--- src/rtl/serial_tx_arbiter.sv ---
// Round-robin arbiter sharing one serial transmitter among N_REQ requesters at packet
// granularity, with a watchdog that aborts a byte whose pronto_serial never arrives.
module serial_tx_arbiter #(
   parameter int N_REQ   = 2,
   parameter int W_DADO  = 8,
   parameter int TIMEOUT = 50000
) (
   input  logic                      clock,
   input  logic                      reset,
   input  logic [N_REQ-1:0]          req,
   input  logic [N_REQ-1:0]          valid,
   input  logic [N_REQ*W_DADO-1:0]   dados,
   input  logic [N_REQ-1:0]          ultimo,
   input  logic                      pronto_serial,
   output logic [N_REQ-1:0]          gnt,
   output logic [N_REQ-1:0]          ack,
   output logic                      partida_tx,
   output logic [W_DADO-1:0]         dado_tx,
   output logic                      ocupado,
   output logic                      erro,
   output logic [3:0]                db_estado
);

   localparam int unsigned NR = N_REQ;
   localparam int OW = $clog2(N_REQ);
   localparam int CW = $clog2(TIMEOUT);

   typedef enum logic [2:0] {
      OCIOSO   = 3'd0,
      CONCEDE  = 3'd1,
      PARTIDA  = 3'd2,
      ESPERA   = 3'd3,
      CONFIRMA = 3'd4,
      ERRO     = 3'd5
   } estado_t;

   estado_t           state_q, state_d;
   logic [OW-1:0]     owner_q, owner_d;
   logic [OW-1:0]     last_q, last_d;
   logic [CW-1:0]     cnt_q, cnt_d;
   logic [W_DADO-1:0] dado_q, dado_d;
   logic              ultimo_q, ultimo_d;
   logic [N_REQ-1:0]  gnt_q, gnt_d;
   logic [N_REQ-1:0]  ack_q, ack_d;
   logic              partida_q, partida_d;
   logic              erro_q, erro_d;
   logic              ocupado_q, ocupado_d;
   logic [3:0]        db_q, db_d;
   logic [OW-1:0]     cand;
   logic              found;

   always_comb begin
      state_d  = state_q;
      owner_d  = owner_q;
      last_d   = last_q;
      cnt_d    = cnt_q;
      dado_d   = dado_q;
      ultimo_d = ultimo_q;
      cand     = '0;
      found    = 1'b0;
      case (state_q)
         OCIOSO: begin
            // search starts just after the previous owner, so it is served last
            for (int unsigned k = 1; k <= NR; k++) begin
               cand = OW'((32'(last_q) + k) % NR);
               if (!found && req[cand]) begin
                  found   = 1'b1;
                  owner_d = cand;
               end
            end
            if (found) state_d = CONCEDE;
         end
         CONCEDE: begin
            if (valid[owner_q]) begin
               dado_d   = dados[owner_q*W_DADO +: W_DADO];
               ultimo_d = ultimo[owner_q];
               state_d  = PARTIDA;
            end else if (!req[owner_q]) begin
               last_d  = owner_q;
               state_d = OCIOSO;
            end
         end
         PARTIDA: begin
            cnt_d   = '0;
            state_d = ESPERA;
         end
         ESPERA: begin
            cnt_d = cnt_q + 1'b1;
            if (pronto_serial)               state_d = CONFIRMA;
            else if (cnt_d == CW'(TIMEOUT - 1)) state_d = ERRO;
         end
         CONFIRMA: begin
            if (ultimo_q) begin
               last_d  = owner_q;
               state_d = OCIOSO;
            end else begin
               state_d = CONCEDE;
            end
         end
         ERRO: begin
            last_d  = owner_q;
            state_d = OCIOSO;
         end
         default: state_d = OCIOSO;
      endcase
   end

   // outputs are decoded from the next state so the registered copies align with state_q
   always_comb begin
      gnt_d     = '0;
      ack_d     = '0;
      partida_d = 1'b0;
      erro_d    = 1'b0;
      ocupado_d = (state_d != OCIOSO);
      db_d      = 4'hF;
      case (state_d)
         OCIOSO:   db_d = 4'h0;
         CONCEDE:  begin db_d = 4'h1; gnt_d[owner_d] = 1'b1; end
         PARTIDA:  begin db_d = 4'h2; gnt_d[owner_d] = 1'b1; partida_d = 1'b1; end
         ESPERA:   begin db_d = 4'h3; gnt_d[owner_d] = 1'b1; end
         CONFIRMA: begin db_d = 4'h4; gnt_d[owner_d] = 1'b1; ack_d[owner_d] = 1'b1; end
         ERRO:     begin db_d = 4'h5; erro_d = 1'b1; end
         default:  db_d = 4'hF;
      endcase
   end

   always_ff @(posedge clock) begin
      if (reset) begin
         state_q   <= OCIOSO;
         owner_q   <= '0;
         last_q    <= OW'(N_REQ - 1);
         cnt_q     <= '0;
         dado_q    <= '0;
         ultimo_q  <= 1'b0;
         gnt_q     <= '0;
         ack_q     <= '0;
         partida_q <= 1'b0;
         erro_q    <= 1'b0;
         ocupado_q <= 1'b0;
         db_q      <= 4'h0;
      end else begin
         state_q   <= state_d;
         owner_q   <= owner_d;
         last_q    <= last_d;
         cnt_q     <= cnt_d;
         dado_q    <= dado_d;
         ultimo_q  <= ultimo_d;
         gnt_q     <= gnt_d;
         ack_q     <= ack_d;
         partida_q <= partida_d;
         erro_q    <= erro_d;
         ocupado_q <= ocupado_d;
         db_q      <= db_d;
      end
   end

   assign gnt        = gnt_q;
   assign ack        = ack_q;
   assign partida_tx = partida_q;
   assign dado_tx    = dado_q;
   assign ocupado    = ocupado_q;
   assign erro       = erro_q;
   assign db_estado  = db_q;

endmodule

--- config.mk ---
export PLATFORM = sky130hd
export DESIGN_NAME = serial_tx_arbiter
export DESIGN_NICKNAME = d
export VERILOG_FILES = /design/src/rtl/serial_tx_arbiter.sv
export SDC_FILE = /design/constraint.sdc
export NUM_CORES = 1
export LEC_CHECK = 0
export BUFFER_PORTS_ARGS = -buffer_cell sky130_fd_sc_hd__buf_2
export CAP_MARGIN = 10
export CORE_ASPECT_RATIO = 0.5
export CORE_MARGIN = 2
export CORE_UTILIZATION = 29
export CTS_CLUSTER_DIAMETER = 120
export DETAILED_ROUTE_END_ITERATION = 6
export SLEW_MARGIN = 40
export SYNTH_ARGS = -nofsm -noshare
export SYNTH_HDL_FRONTEND = slang
export SYNTH_SLANG_ARGS = --single-unit
--- constraint.sdc ---
create_clock -name clock -period 5.3 [get_ports clock]
set_input_delay 0.265 -clock clock [delete_from_list [all_inputs] [get_ports clock]]
set_output_delay 0.265 -clock clock [all_outputs]
set_load 0.02 [all_outputs]
* Word-level counts from Yosys, hierarchy flattened *
Cells that the tools add are included.

word-level totals
  latch bits = 0
  memories kept = 0
  RAM bits = 0
  output and inout bits = 19
  word-level logic and storage cells = 84
  bits of input ports = 25
  bits in read-only memories = 0
  bits in registers = 41

cells by class
  $mul = 0
  equal/unequal tests = 14
  div/mod/pow operators = 0
  bitwise operators = 2
  add/subtract/negate cells = 3
  shift-type cells = 1
  order comparisons = 5
  reductions and logical operators = 13
  mux-type cells = 34

operators with widths
  kind                     count
  $pmux W16 S2             1
  $mux W1                  24
  $pmux W4 S6              1
  $add A16 B1 Y16 const B  1
  $eq A16 B16 Y1 const B   1
  $shiftx A16 B5 Y8        1
  $mux W3                  5
  $pmux W3 S5              1
  $eq A3 B2 Y1 const B     4
  $eq A3 B3 Y1 const B     4
  $lt A1 B2 Y1 const B     4
  $eq A3 B1 Y1 const B     2
  $logic_not A3 Y1         2
  $ne A2 B2 Y1 const B     3
  $reduce_bool A3 Y1       2
  $reduce_and A4 Y1        1
  $reduce_or A2 Y1         2
  $reduce_or A4 Y1         1
  $pmux W1 S3              1
  $add A1 B1 Y1 const B    2
  $logic_and A1 B1 Y1      2
  $not A1 Y1               2
  $reduce_and A2 Y1        1
  $reduce_bool A2 Y1       1
  3 further kinds          3

* Depth between registers and ports, before layout *
Gate-level depths: netlist of run 1.

  depth in word-level cells = 15
  depth in mapped cells = 9
  mapped depth without buffers = 7

* Worst setup path after synthesis of run 1 *
No wires, ideal clock.

  path kind = register to register
  start point = register cnt_q[0]
  end point = register db_q[1], in the netlist db_estado[1]
  slack = 3.414 ns
  data required time = 5.169 ns
  period minus slack after synthesis = 1.886 ns
  library setup time = 0.131 ns
  cell stages (with the launch flop) = 9
  buffers on the path = 1
  arrival time = 1.755 ns
  path through = dfxtp_1 -> ha_1 -> and3_1 -> buf_6 -> a32oi_1 -> o32ai_2 -> nand3_1 -> o31ai_2 -> o31ai_1

on the way
  word-level cells in the longest chain between the ends = 7
  elaborated cells between the ends (all ways) = 12
  classes of those cells = add/sub (1); eq/ne (6); mux (4); reduce/logical (1)

ends and longest elaborated chain
  what                                        line  text
  start: declaration                          40    logic [CW-1:0] cnt_q, cnt_d;
  start signal: assignment                    145   cnt_q <= cnt_d;
  $add A16 B1 Y16 *                           88    cnt_d = cnt_q + 1'b1;
  $eq A16 B16 Y1 *                            90    else if (cnt_d == CW'(TIMEOUT - 1)) state_d = ERRO;
  $mux W3 *                                   90
  $mux W3 *                                   89    if (pronto_serial) state_d = CONFIRMA;
  $pmux W3 S5 *                               61    case (state_q)
  $eq A3 B3 Y1, or another cell as far along  116   case (state_d)
  $pmux W4 S6 *                               116
  end signal: assignment                      140   db_q <= 4'h0;
  end signal: assignment                      153   db_q <= db_d;
  end: declaration                            48    logic [3:0] db_q, db_d;

Mark *: on every way between the ends. The rest lies on a longest branch, timed or not.
A chain may end at the register's enable or synchronous reset.

* Worst setup path after layout of run 1 *
  start point = register state_q[1]
  end point = register cnt_q[13]

on the way
  word-level cells in the longest chain between the ends = 2
  elaborated cells between the ends (all ways) = 4
  classes of those cells = eq/ne (2); mux (1); reduce/logical (1)

ends and longest elaborated chain
  what                                                       line  text
  start: declaration                                         37    estado_t state_q, state_d;
  start signal: assignment                                   142   state_q <= state_d;
  $eq A3 B2 Y1                                               61
  $pmux W16 S2 / $reduce_bool A2 Y1 (equally long branches)  --

Parallel ways exist; a longest one is shown, timed or not.

==> impl_metrics.csv, run 1 <==
group,metric,value,unit
run_status,outcome,"complete, no violations",
worst_setup_path,startpoint,"state_q[1]",
clock_network,cts-resized-gates,0,
timing,relSlewSlack,47.8,%
worst_setup_path,cp-start-kind,"flop",
timing,layout_setup_ws,2.80,ns
place,place.gp.congestion,0.790,
worst_setup_path,crit_buf_inv,0,
worst_setup_path,arrival,2.70,ns
place,dpl_cell_area,2310,µm²
timing,fin_tns_setup,0,ns
place,io_buffers,43,
synthesis,synth_nets,281,
worst_setup_path,crit_path_top_delay_cell,"nor2b_1",
clock_network,cts_root_buf,"clkbuf_16",
job,max_cap_violations,0,
floorplan,start_util,30.7,%
detailed_routing,drc,0,
global_route,track_usage,11.9,%
clock_network,cts_tree,"done",
power,peakVddDrop,0.000123,V
power,p_seq_share,42.9,%
clock_network,postCtsSetupBuffers,0,
global_route,grt_max_degree,33,
worst_setup_path,path_cells,"nor2b_1 > nand2_1 > or4_1 > a21oi_1",
place,place_ws,2.86,ns
timing,maxSlewViolCount,0,
detailed_routing,ant_nets,0,
clock_network,clock_latency,0.28,ns
synthesis,synthFlopType,"dfxtp_1",
worst_setup_path,cp_top_family,"simple AND/OR/NAND/NOR gates",
synthesis,synth.area.top_cells,"dfxtp_1 (38%), nor2_1 (6.4%), mux2i_1 (4.7%)",
finish,layout-drive-gt1-share,22.0,%
synthesis,netlist-cell-type-count,49,
synthesis,synthArstFlopShare,0,%
clock_network,cts_buffer_depth,2,
finish,area_delta_synth_final,17.2,%
power,leakage,0.937,nW
min_path,worstHoldStart,"pronto_serial",
clock_network,cts_sinks,40,
synthesis,yosys.area.top_type,"dfxtp_1",
clock_network,numCtsBuffers,5,
worst_setup_path,max_stage_delay,0.67,ns
finish,final_area,2470,µm²
synthesis,syn_area,2110,µm²
detailed_routing,routed_wirelength,4700,µm
floorplan,core_area,6860,µm²
worst_setup_path,crit_required,5.51,ns
timing,grt_setup_unrepaired,"no",
clock_network,clkTransAtPathRegs,0.06,ns
synthesis,yosys-top-cells-count,"dfxtp_1 (40), nor2_1 (36), nand2_1 (26)",
power,pwr-share-comb,14.4,%
worst_setup_path,critPathKind,"reg2reg",
floorplan,die_area,8010,µm²
finish,antenna-diode-count,0,
worst_setup_path,cp_max_fo,17,
global_route,antenna_found_initial,0,
power,p_int,0.584,mW
synthesis,synth_warnings,0,
timing,hold_viol,0,
synthesis,synth_edf_count,0,
place,placed_cells,370,
synthesis,yosys_register_bits,40,
timing,finalCritPeriodShare,47.1,%
clock_network,ctsHoldBuffers,0,
power,power_switching,0.202,mW
floorplan,rows,21,
timing,tightest_slew,0.782,ns
floorplan,die_x,125,µm
min_path,hold_class,"in2reg",
floorplan,die_h,64.3,µm
finish,nNetsFinal,312,
timing,finalCriticalPeriod,2.50,ns
power,p_sw_share,25.7,%
global_route,gr-total-overflow,0,
synthesis,syn_area_per_cell,8.30,µm²
synthesis,synth_cells,254,
timing,setup_viol,0,
detailed_routing,initialDrtViolationCount,133,
place,dpl.hpwl,3300,µm
global_route,grt_pass1_vias,1781,
worst_setup_path,end_kind,"flop",
clock_network,htree_levels,2,
detailed_routing,viasPerCell,5.02,
synthesis,synth.top_cell.area_share,38.0,%
timing,finClkSkew,0.00528,ns
timing,max_freq,0.401,GHz
synthesis,synth.most_common_cell,"dfxtp_1",
synthesis,yosysSeqAreaShare,38.0,%
floorplan,ios,44,
worst_setup_path,r2r-start,"state_q[1]",
detailed_routing,drtPass1Iterations,4,
power,p_per_area,318,nW/µm²
detailed_routing,wire_per_inst,12.4,µm
detailed_routing,via_count,1898,
finish,stdcell_count,378,
power,p_clk_share,42.7,%
global_route,grt_pass1_wl,7920,µm
cell type report:
type / instances / area, µm²
Inverter: 6 / 22.5
Fill cell: 705 / 4390
Multi-Input combinational cell: 189 / 1150
Tap cell: 92 / 115
Clock buffer: 6 / 129
Clock inverter: 2 / 35.0
Timing Repair Buffer: 43 / 215
Sequential cell: 40 / 801
path summary, 6_finish.rpt:
| path | slack [ns] | to | cells after the start |
|---|---|---|---|
| setup / recovery | 2.80 | cnt_q[13] | 4 |
| hold / removal | 0.26 | ack[0] | 3 |
| setup reg to reg | 2.80 | cnt_q[13] | 4 |
| hold reg to reg | 0.48 | last_q | 2 |
state kept, by name, indices dropped and copies added (netlist names):
name,cells
state_q,3
last_q,1
dado_tx,8
owner_q,1
partida_tx,1
cnt_q,16
db_estado,3
gnt,2
erro,1
ack,2
ocupado,1
ultimo_q,1
power groups by stage:
stage / combinational [mW] / sequential, mW / clock [mW]
after floorplan: 0.0702 / 0.351 / 0
after global placement: 0.113 / 0.343 / 0
after detailed placement: 0.114 / 0.344 / 0
after CTS: 0.114 / 0.337 / 0.341
after global routing: 0.127 / 0.340 / 0.355
final: 0.113 / 0.337 / 0.335
routing by layer:
metal / wire [µm] / vias to the layer above / track usage (%)
met3: 278 / 4 / 1.93
met1: 2270 / 860 / 15.1
met4: 35 / 0 / 4.21
met2: 2110 / 76 / 20.6
li1: - / 958 / -
met5: 0 / - / 0
stage by stage:
stage          power (mW)  util [%]  hold slack, ns
2_1_floorplan       0.421         -           0.382
3_3_place_gp        0.455      33.6           0.463
3_5_place_dp        0.457      33.6           0.468
4_1_cts             0.792      36.0           0.261
5_1_grt             0.822      36.0           0.292
6_report            0.786      36.0           0.264
worst register-to-register path, stage by stage (launching register included):
cell,delay [ns]
dfxtp_1,0.42
nor2b_1,0.67
nand2_1,0.57
or4_1,0.63
a21oi_1,0.14
placed cells by master, fill, tap and decap left out, types with 2 or more instances in the layout:
master	instances
a31oi_4	2
o41ai_1	2
inv_1	6
a21oi_1	17
a211oi_1	12
nor3b_1	2
dfxtp_1	40
xor2_1	2
o21ai_0	7
nand2_1	26
nand3_1	10
o31ai_1	2
mux2_2	2
ha_1	2
a21o_1	4
o22ai_1	2
a31oi_1	2
xnor2_1	2
and3_1	4
clkbuf_16	5
nand2b_1	3
and2_1	3
buf_2	43
nand3b_1	2
nor2_1	36
mux2i_1	10
nand4_1	2
nor3_1	15
a32oi_1	2
kinds of logic (layout without fill, tap and decap cells):
family / Yosys count / in the layout / synth area share, %
xor+xnor: 4 / 4 / 1.66
compound gates: 55 / 55 / 18.9
other cells: 1 / 1 / 0.178
simple gates: 115 / 115 / 26.9
fa+ha+maj: 2 / 2 / 1.19
mux: 12 / 12 / 5.82
flops: 40 / 40 / 38.0
buf+inv: 25 / 57 / 7.36
Note: power is estimated with default switching activity, not from simulation.
==> inputs of run 2 (changes only) <==
==> constraint.sdc (replaced) <==
create_clock -name clock -period 2.3 [get_ports clock]
set_input_delay 0.115 -clock clock [delete_from_list [all_inputs] [get_ports clock]]
set_output_delay 0.115 -clock clock [all_outputs]
set_load 0.02 [all_outputs]
==> impl_metrics.csv, run 2 (synthesis gave the netlist of run 1 again) <==
group,metric,value,unit
timing,grt_setup_unrepaired,"no",
place,place_ws,0.183,ns
finish,largest_reg_flops,16,
finish,regMostFlops,"cnt_q",
worst_setup_path,cp_max_fo,7,
worst_setup_path,crit_required,2.52,ns
timing,max_freq,0.473,GHz
finish,final_area,2520,µm²
timing,finClkSkew,0.00539,ns
floorplan,die_x,125,µm
run_status,outcome,"complete, no violations",
floorplan,ios,44,
worst_setup_path,critPathKind,"reg2reg",
power,peakVddDrop,0.000375,V
clock_network,ctsHoldBuffers,0,
global_route,antenna_found_initial,0,
finish,mostFrequentLayoutCells,"buf_2 (43), dfxtp_1 (39), nor2_1 (36)",
place,place.gp.congestion,0.846,
clock_network,numCtsBuffers,5,
clock_network,cts_tree,"done",
floorplan,die_h,64.3,µm
finish,layout-drive-gt1-share,24.9,%
global_route,track_usage,11.9,%
timing,setup_viol,0,
finish,nNetsFinal,319,
floorplan,rows,21,
place,dpl.hpwl,3430,µm
worst_setup_path,worstRegToRegCells,7,
detailed_routing,drtPass1Iterations,4,
clock_network,cts_root_buf,"clkbuf_16",
power,leakage,0.969,nW
clock_network,clock_latency,0.28,ns
worst_setup_path,r2r-start,"cnt_q[1]",
global_route,grt_pass1_vias,1790,
global_route,grt_max_degree,32,
detailed_routing,drc,0,
min_path,hold_class,"in2reg",
detailed_routing,via_count,1911,
timing,relSlewSlack,57.2,%
clock_network,cts_sinks,40,
worst_setup_path,cp-start-kind,"flop",
detailed_routing,initialDrtViolationCount,94,
detailed_routing,routed_wirelength,4700,µm
clock_network,cts_buffer_depth,2,
job,max_cap_violations,0,
worst_setup_path,max_stage_delay,0.43,ns
worst_setup_path,end_kind,"flop",
clock_network,htree_levels,2,
place,io_buffers,43,
detailed_routing,viasPerCell,4.96,
timing,finalCritPeriodShare,92.0,%
place,dpl_cell_area,2360,µm²
worst_setup_path,crit_path_top_delay_cell,"dfxtp_1",
timing,layout_setup_ws,0.185,ns
global_route,gr-total-overflow,0,
timing,hold_viol,0,
global_route,grt_pass1_wl,8070,µm
min_path,holdPathEnd,"last_q",
worst_setup_path,r2r_setup_slack,0.19,ns
timing,finalCriticalPeriod,2.11,ns
floorplan,die_area,8010,µm²
timing,fin_tns_setup,0,ns
min_path,hold_depth,3,
floorplan,core_area,6860,µm²
finish,area_delta_synth_final,19.7,%
clock_network,clkTransAtPathRegs,0.06,ns
finish,final_common_cell,"buf_2",
detailed_routing,wire_per_inst,12.2,µm
worst_setup_path,r2r-end,"state_q[2]",
floorplan,start_util,30.7,%
min_path,worstHoldStart,"reset",
finish,antenna-diode-count,0,
timing,maxSlewViolCount,0,
detailed_routing,ant_nets,0,
timing,tightest_slew,0.642,ns
worst_setup_path,path_cells,"ha_1 > and3_1 > a32oi_1 > o32ai_2 > nand3_1 > o31ai_4 > and2_1",
power,p_per_area,692,nW/µm²
worst_setup_path,arrival,2.34,ns
finish,utilization,36.8,%
==> run 2: timing repair <==
| action | CTS | global route |
|---|---|---|
| setup endpoints to repair | 0 | 3 |
| resized for setup | 0 | 3 |
| setup buffers | 0 | 0 |
==> run 2: metrics by stage <==
stage / power (mW) / hold WS [ns] / instances
finish: 1.75 / 0.0904 / 385
global placement: 1.07 / 0.367 / 377
CTS: 1.76 / 0.0889 / 385
global route: 1.83 / 0.114 / 385
detailed placement: 1.07 / 0.371 / 377
floorplan: 0.970 / 0.232 / 254
==> run 2: cell type report <==
class | count | area [µm²]
fillers | 707 | 4330
multi-input cells | 189 | 1170
flip-flops and latches | 40 | 802
repair buffers | 50 | 268
clock buffers | 6 | 139
well taps | 92 | 115
inverters | 6 | 22.5
clock inverters | 2 | 10.0
==> run 2: critical path: cells and delay by family, from the launching register on <==
kind / cells / cell delay [ns]
AO/OA/AOI/OAI: 3 / 0.72
flip-flops: 1 / 0.43
adder cells (fa/ha/maj): 1 / 0.26
AND/OR/NAND/NOR: 3 / 0.65
==> run 2: how the worst max path moves through the flow <==
stage          startpoint           end  slack (ns)  cells after the start
2_1_floorplan    cnt_q[0]  db_estado[1]        0.41                      8
3_3_place_gp     cnt_q[0]  db_estado[1]        0.32                      7
3_5_place_dp     cnt_q[0]  db_estado[1]        0.18                      7
4_1_cts          cnt_q[0]    state_q[2]        0.13                      7
5_1_grt          cnt_q[1]    state_q[2]        0.02                      7
6_report         cnt_q[1]    state_q[2]        0.19                      7
==> run 2: power breakdown <==
| group | switching [mW] | leakage, nW | internal (mW) | total [mW] |
|---|---|---|---|---|
| combinational | 0.173 | 0.566 | 0.114 | 0.287 |
| sequential | 0.0346 | 0.326 | 0.736 | 0.771 |
| clock | 0.262 | 0.0766 | 0.427 | 0.690 |
| total | 0.470 | 0.969 | 1.28 | 1.75 |
==> run 2: metal layers <==
layer,global-route usage [%],share of wire (%),up-vias
met5,0,0,-
met4,2.95,0.47,0
met3,1.84,4.3,2
met2,20.8,46,46
met1,15.4,49,887
li1,-,-,976
